## src/rtl/float_to_fix_pipe.sv

```systemverilog
// float_to_fix_pipe: 3-stage float -> signed Q(W-FRAC).FRAC converter with RNE rounding, saturation and valid/ready flow
//  clk_i, rst_i                  : rising-edge clock, synchronous active-high reset
//  in_valid_i, in_ready_o, float_i : operand handshake, float_i = {sign, exp, mantissa}
//  out_valid_o, out_ready_i, fixed_o : result handshake, two's complement fixed-point result
//  ovf_o, udf_o, nan_o           : saturated (too large or Inf), non-zero rounded to 0, NaN input
module float_to_fix_pipe #(
  parameter int EXP_WIDTH = 5,
  parameter int MAN_WIDTH = 10,
  parameter int FIXED_OP_WIDTH = 32,
  parameter int FRAC_BITS = 16
) (
  input  logic                          clk_i,
  input  logic                          rst_i,
  input  logic                          in_valid_i,
  output logic                          in_ready_o,
  input  logic [EXP_WIDTH+MAN_WIDTH:0]  float_i,
  output logic                          out_valid_o,
  input  logic                          out_ready_i,
  output logic [FIXED_OP_WIDTH-1:0]     fixed_o,
  output logic                          ovf_o,
  output logic                          udf_o,
  output logic                          nan_o
);
  localparam int EW = EXP_WIDTH;
  localparam int MW = MAN_WIDTH;
  localparam int W = FIXED_OP_WIDTH;
  localparam int BIAS = 2 ** (EW - 1) - 1;
  localparam int KW = EW + $clog2(MW + FRAC_BITS + W + 4) + 2;
  localparam int SW = W + MW + 2;
  logic v1, v2, ld1, ld2, ld3;
  logic s1, inf1, nan1, s2, inf2, nan2, nz2, big2;
  logic [MW:0] sig1;
  logic signed [KW-1:0] k1;
  logic [W-1:0] mag2;
  assign ld3 = ~out_valid_o | out_ready_i;
  assign ld2 = ~v2 | ld3;
  assign ld1 = ~v1 | ld2;
  assign in_ready_o = ld1;
  logic [EW-1:0] e;
  logic [MW-1:0] m;
  logic e_max, e_zero;
  assign e = float_i[MW+:EW];
  assign m = float_i[MW-1:0];
  assign e_max = &e;
  assign e_zero = ~|e;
  always_ff @(posedge clk_i) begin
    if (rst_i) v1 <= 1'b0;
    else if (ld1) v1 <= in_valid_i;
    if (ld1) begin
      s1 <= float_i[EW+MW];
      inf1 <= e_max & ~|m;
      nan1 <= e_max & |m;
      sig1 <= {~e_zero, m};
      k1 <= KW'(e_zero ? EW'(1) : e) + KW'(FRAC_BITS) - KW'(BIAS + MW);
    end
  end
  logic neg, far;
  logic [KW-1:0] n;
  logic [SW-1:0] up_sh, dn;
  logic [2*MW+2:0] ext;
  logic [MW:0] q;
  logic g, st;
  // ext keeps MW+2 bits below the binary point so guard and sticky fall out of one shift
  always_comb begin
    neg = k1[KW-1];
    n = neg ? -k1 : k1;
    far = n > KW'(W + 1);
    up_sh = SW'(sig1) << n;
    ext = {sig1, {(MW+2){1'b0}}} >> n;
    q = ext[2*MW+2:MW+2];
    g = ext[MW+1];
    st = n > KW'(MW + 1) ? |sig1 : |ext[MW:0];
    dn = SW'(q) + SW'(g & (st | q[0]));
  end
  always_ff @(posedge clk_i) begin
    if (rst_i) v2 <= 1'b0;
    else if (ld2) v2 <= v1;
    if (ld2) begin
      s2 <= s1;
      inf2 <= inf1;
      nan2 <= nan1;
      nz2 <= |sig1;
      mag2 <= neg ? dn[W-1:0] : up_sh[W-1:0];
      big2 <= neg ? |dn[SW-1:W] : far ? |sig1 : |up_sh[SW-1:W];
    end
  end
  logic over;
  logic [W-1:0] lim, fix3;
  // a magnitude of exactly 2^(W-1) is representable only when negative
  always_comb begin
    over = inf2 | big2 | (s2 ? mag2[W-1] & |mag2[W-2:0] : mag2[W-1]);
    lim = s2 ? {1'b1, {(W-1){1'b0}}} : {1'b0, {(W-1){1'b1}}};
    fix3 = nan2 ? '0 : over ? lim : s2 ? -mag2 : mag2;
  end
  always_ff @(posedge clk_i) begin
    if (rst_i) begin
      out_valid_o <= 1'b0;
      fixed_o <= '0;
      ovf_o <= 1'b0;
      udf_o <= 1'b0;
      nan_o <= 1'b0;
    end else if (ld3) begin
      out_valid_o <= v2;
      fixed_o <= fix3;
      ovf_o <= over & ~nan2;
      udf_o <= ~nan2 & ~over & nz2 & ~|mag2;
      nan_o <= nan2;
    end
  end
endmodule
```

## config.mk

```make
export PLATFORM = sky130hd
export DESIGN_NAME = float_to_fix_pipe
export DESIGN_NICKNAME = d
export VERILOG_FILES = /design/src/rtl/float_to_fix_pipe.sv
export SDC_FILE = /design/constraint.sdc
export NUM_CORES = 1
export LEC_CHECK = 0
export ABC_CLOCK_PERIOD_IN_PS = 3900
export BUFFER_PORTS_ARGS = -buffer_cell sky130_fd_sc_hd__buf_2
export CAP_MARGIN = 0
export CORE_MARGIN = 4
export CORE_UTILIZATION = 25
export DETAILED_ROUTE_END_ITERATION = 12
export GPL_TIMING_DRIVEN = 0
export SKIP_CTS_REPAIR_TIMING = 1
export SLEW_MARGIN = 20
export SYNTH_ARGS = -nofsm -noshare
export SYNTH_HDL_FRONTEND = slang
export SYNTH_SLANG_ARGS = --single-unit
```

## constraint.sdc

```tcl
create_clock -name clk_i -period 3.9 [get_ports clk_i]
set_input_delay 0.39 -clock clk_i [delete_from_list [all_inputs] [get_ports clk_i]]
set_output_delay 0.39 -clock clk_i [all_outputs]
set_load 0.1 [all_outputs]
```

==> summary.md <==
| Metric | Value |
|---|---|
| Outcome | finished clean |
| CP Max Fanout | 31 |
| Max Slew Vio Count | 0 |
| Mapped Area | 6340 um^2 |
| Power density over cell area | 520 nW/um^2 |
| Synth area leaders | edfxtp_1 (27%), dfxtp_1 (12%), nand2_1 (5.4%) |
| RR Endpoint | mag2[10] |
| Total routed wirelength | 18000 um |
| Synth-to-Final Area Change | 19.6% |
| EDFF count, synth | 58 |
| Synth top area share | 0.275 |
| Setup skew after layout | 0.0122 ns |
| Ports | 57 |
| Worst slew margin | 0.471 |
| Placed instance area | 7080 um^2 |
| Critical path type | reg2reg |
| Tcrit/Tclk final | 0.939 |
| Final Hold Fails | 0 |
| Post-synth ARST share | 0 |
| Setup Viol. Count Final | 0 |
| Global Route Usage Sum | 0.126 |
| Die Wd | 167 um |
| Worst R2R Start | k1[0] |
| Flop2flop setup slack | 0.24 ns |
| Critical Path Stages | 14 |
| First-pass GRT wire length | 28700 um |
| Synthesized Nets | 714 |
| Core box area | 25100 um^2 |
| Post-DR wirelength/cell | 16.3 um |
| CTS tree | built |
| Synth cell types | 83 |
| Register area share after synthesis | 0.394 |
| DR vias/cell | 5.02 |
| Worst path arrival time | 3.76 ns |
| Initial Utilization | 0.253 |
| CP Buf/Inv Count | 3 |
| Largest net degree at the start of global routing | 35 |
| Clock root buffer | clkbuf_16 |
| Reg clk slew, reported paths | 0.08 ns |
| Worst VDD drop | 419 uV |
| Critical path startpoint category | flip-flop |
| Max cap viols | 0 |
| Pre-antenna DRT Iters | 4 |
| Die area | 28000 um^2 |
| Number of register bits inferred by synthesis | 96 |
| Clock sink total | 96 |
| Post-synth top flop | edfxtp_1 |
| Layout cells sized above 1 | 0.220 |
| Num CTS Buffers | 9 |
| Hold WS | 0.213 ns |
| RSZ-0062 raised after global routing | no |
| DRC | 0 |
| Std-Cell Rows | 58 |
| Leakage | 2.91 nW |
| Total global routing overflow | 0 |
| Fillcell total | 2674 |
| Vias in the first global route | 5181 |
| Port bufs | 55 |
| Hold Path Class | in2reg |
| Vias | 5531 |
| Antenna-violating nets left | 0 |
| Req. time, crit path | 4.00 ns |
| Slowest-stage cell, CP | edfxtp_1 |
| H-tree lvl count | 3 |
| Clock period minus worst slack | 3.66 ns |
| Critical-path cell list | buf_12 -> inv_1 -> ha_1 -> mux2_2 -> buf_4 -> mux2i_4 -> a32oi_4 -> a2111oi_4 -> nor2b_2 -> ha_2 -> nand2_2 -> nor4_4 -> xnor2_2 -> o32ai_2 |
| Commonest non-fill, non-tap cell in the layout | nand2_1 |
| Crit end category | flip-flop |
| Initial antenna violation count | 0 |
| Clock Latency Late Sink | 0.36 ns |
| Most frequent cells in the layout | nand2_1 (91), nor2_1 (77), buf_2 (62), edfxtp_1 (58) |
| Util after Layout | 0.302 |
| Setup crit end | mag2[10] |
| Largest area contributor in the netlist | edfxtp_1 |
| Mapped Cells | 690 |
| Multi-input gate area | 3680 um^2 |
| Slew @ Worst Pin | 0.787 ns |
| Dpl hpwl | 14100 um |
| Iter 0 DRT Violations | 507 |
| GPL Wtd Cong | 0.933 |
| Worst path top cell family by delay | compound AO/OA/AOI/OAI gates |
| Total negative slack | 0 ns |
| Number of antenna diodes | 0 |
| Layout Nets | 790 |
| Ys Warns | 0 |
| Clk buf depth | 2 |
| Fin area | 7590 um^2 |
| Total power draw | 0.00394 W |
| Die height | 167 um |
| CP max stage delay | 0.42 ns |
| Max Freq | 0.273 GHz |
| CP Launch Point | k1[0] |
| Seq. cell area | 2500 um^2 |
| Hold Path Depth | 1 |
| Syn_area_per_cell | 9.20 um^2 |
| R2R cell count | 14 |
state kept, by name, summed over array words and instances (netlist names):
register	flops
out_valid_o	1
nan_o	1
nz2	1
ovf_o	1
s2	1
big2	1
inf1	1
k1	7
inf2	1
s1	1
nan1	1
fixed_o	32
nan2	1
udf_o	1
v1	1
v2	1
mag2	32
sig1	11
Yosys cell counts (6+ instances only):
library cell / n
nor4_1: 10
nor3_1: 13
nor3b_1: 6
nand3_1: 13
a21oi_1: 33
dfxtp_1: 38
inv_1: 16
o31ai_1: 12
or4_1: 6
buf_2: 12
nor2_1: 78
o21ai_0: 40
buf_4: 6
nand2_1: 92
xnor2_1: 26
a22o_1: 10
nor2b_1: 8
xor2_1: 13
or3_1: 8
clkbuf_1: 16
mux2i_1: 32
a32oi_1: 7
nand2b_1: 8
a31oi_1: 6
o22ai_1: 9
and2_1: 6
edfxtp_1: 58
worst min path at each step:
| stage | slack (ns) | endpoint | startpoint |
|---|---|---|---|
| floorplan | 0.40 | inf2 | inf1 |
| global placement | 0.41 | s2 | s1 |
| detailed placement | 0.41 | s2 | s1 |
| CTS | 0.20 | sig1[0] | float_i[0] |
| global route | 0.20 | s1 | float_i[15] |
| finish | 0.21 | sig1[0] | float_i[0] |
per-stage QoR:
stage / setup WS, ns / cells
floorplan: 0.00338 / 690
detailed placement: -0.641 / 1076
global route: 0.0763 / 1101
finish: 0.238 / 1101
CTS: -0.651 / 1092
global placement: -0.594 / 1075
cells by family (layout without fill, tap and decap cells):
kind of cell             after synthesis  after routing  share of synthesized area
AO/OA/AOI/OAI                        172            172                      0.198
buffers and inverters                 58            139                     0.0471
XOR/XNOR                              41             41                     0.0590
multiplexers                          38             38                     0.0682
adder cells (fa/ha/maj)                4              4                    0.00789
AND/OR/NAND/NOR                      281            281                      0.226
flip-flops                            96             96                      0.394
layout make-up:
cell class	count	share of cell area
clock buffer	9	0.0297
buffer	39	0.0322
sequential	96	0.330
tap	330	0.0544
clock inverter	7	0.0104
multi-input combinational	536	0.485
timing repair buffer	68	0.0508
inverter	16	0.00792
report_power, final:
group / switching, W / internal (W) / total (W)
Clock: 0.000439 / 0.000457 / 0.000896
Combinational: 0.00123 / 0.000499 / 0.00173
Sequential: 0.000114 / 0.00121 / 0.00132
layer usage:
| metal | part of all wire | wire, um | up-vias | global-route usage |
|---|---|---|---|---|
| met5 | 0 | 0 | - | 0 |
| met4 | 0.012 | 222 | 0 | 0.0275 |
| met3 | 0.057 | 1020 | 19 | 0.0288 |
| met2 | 0.45 | 8050 | 178 | 0.195 |
| met1 | 0.48 | 8690 | 2598 | 0.182 |
| li1 | - | - | 2736 | - |
Power figures use the tool's default switching activity.
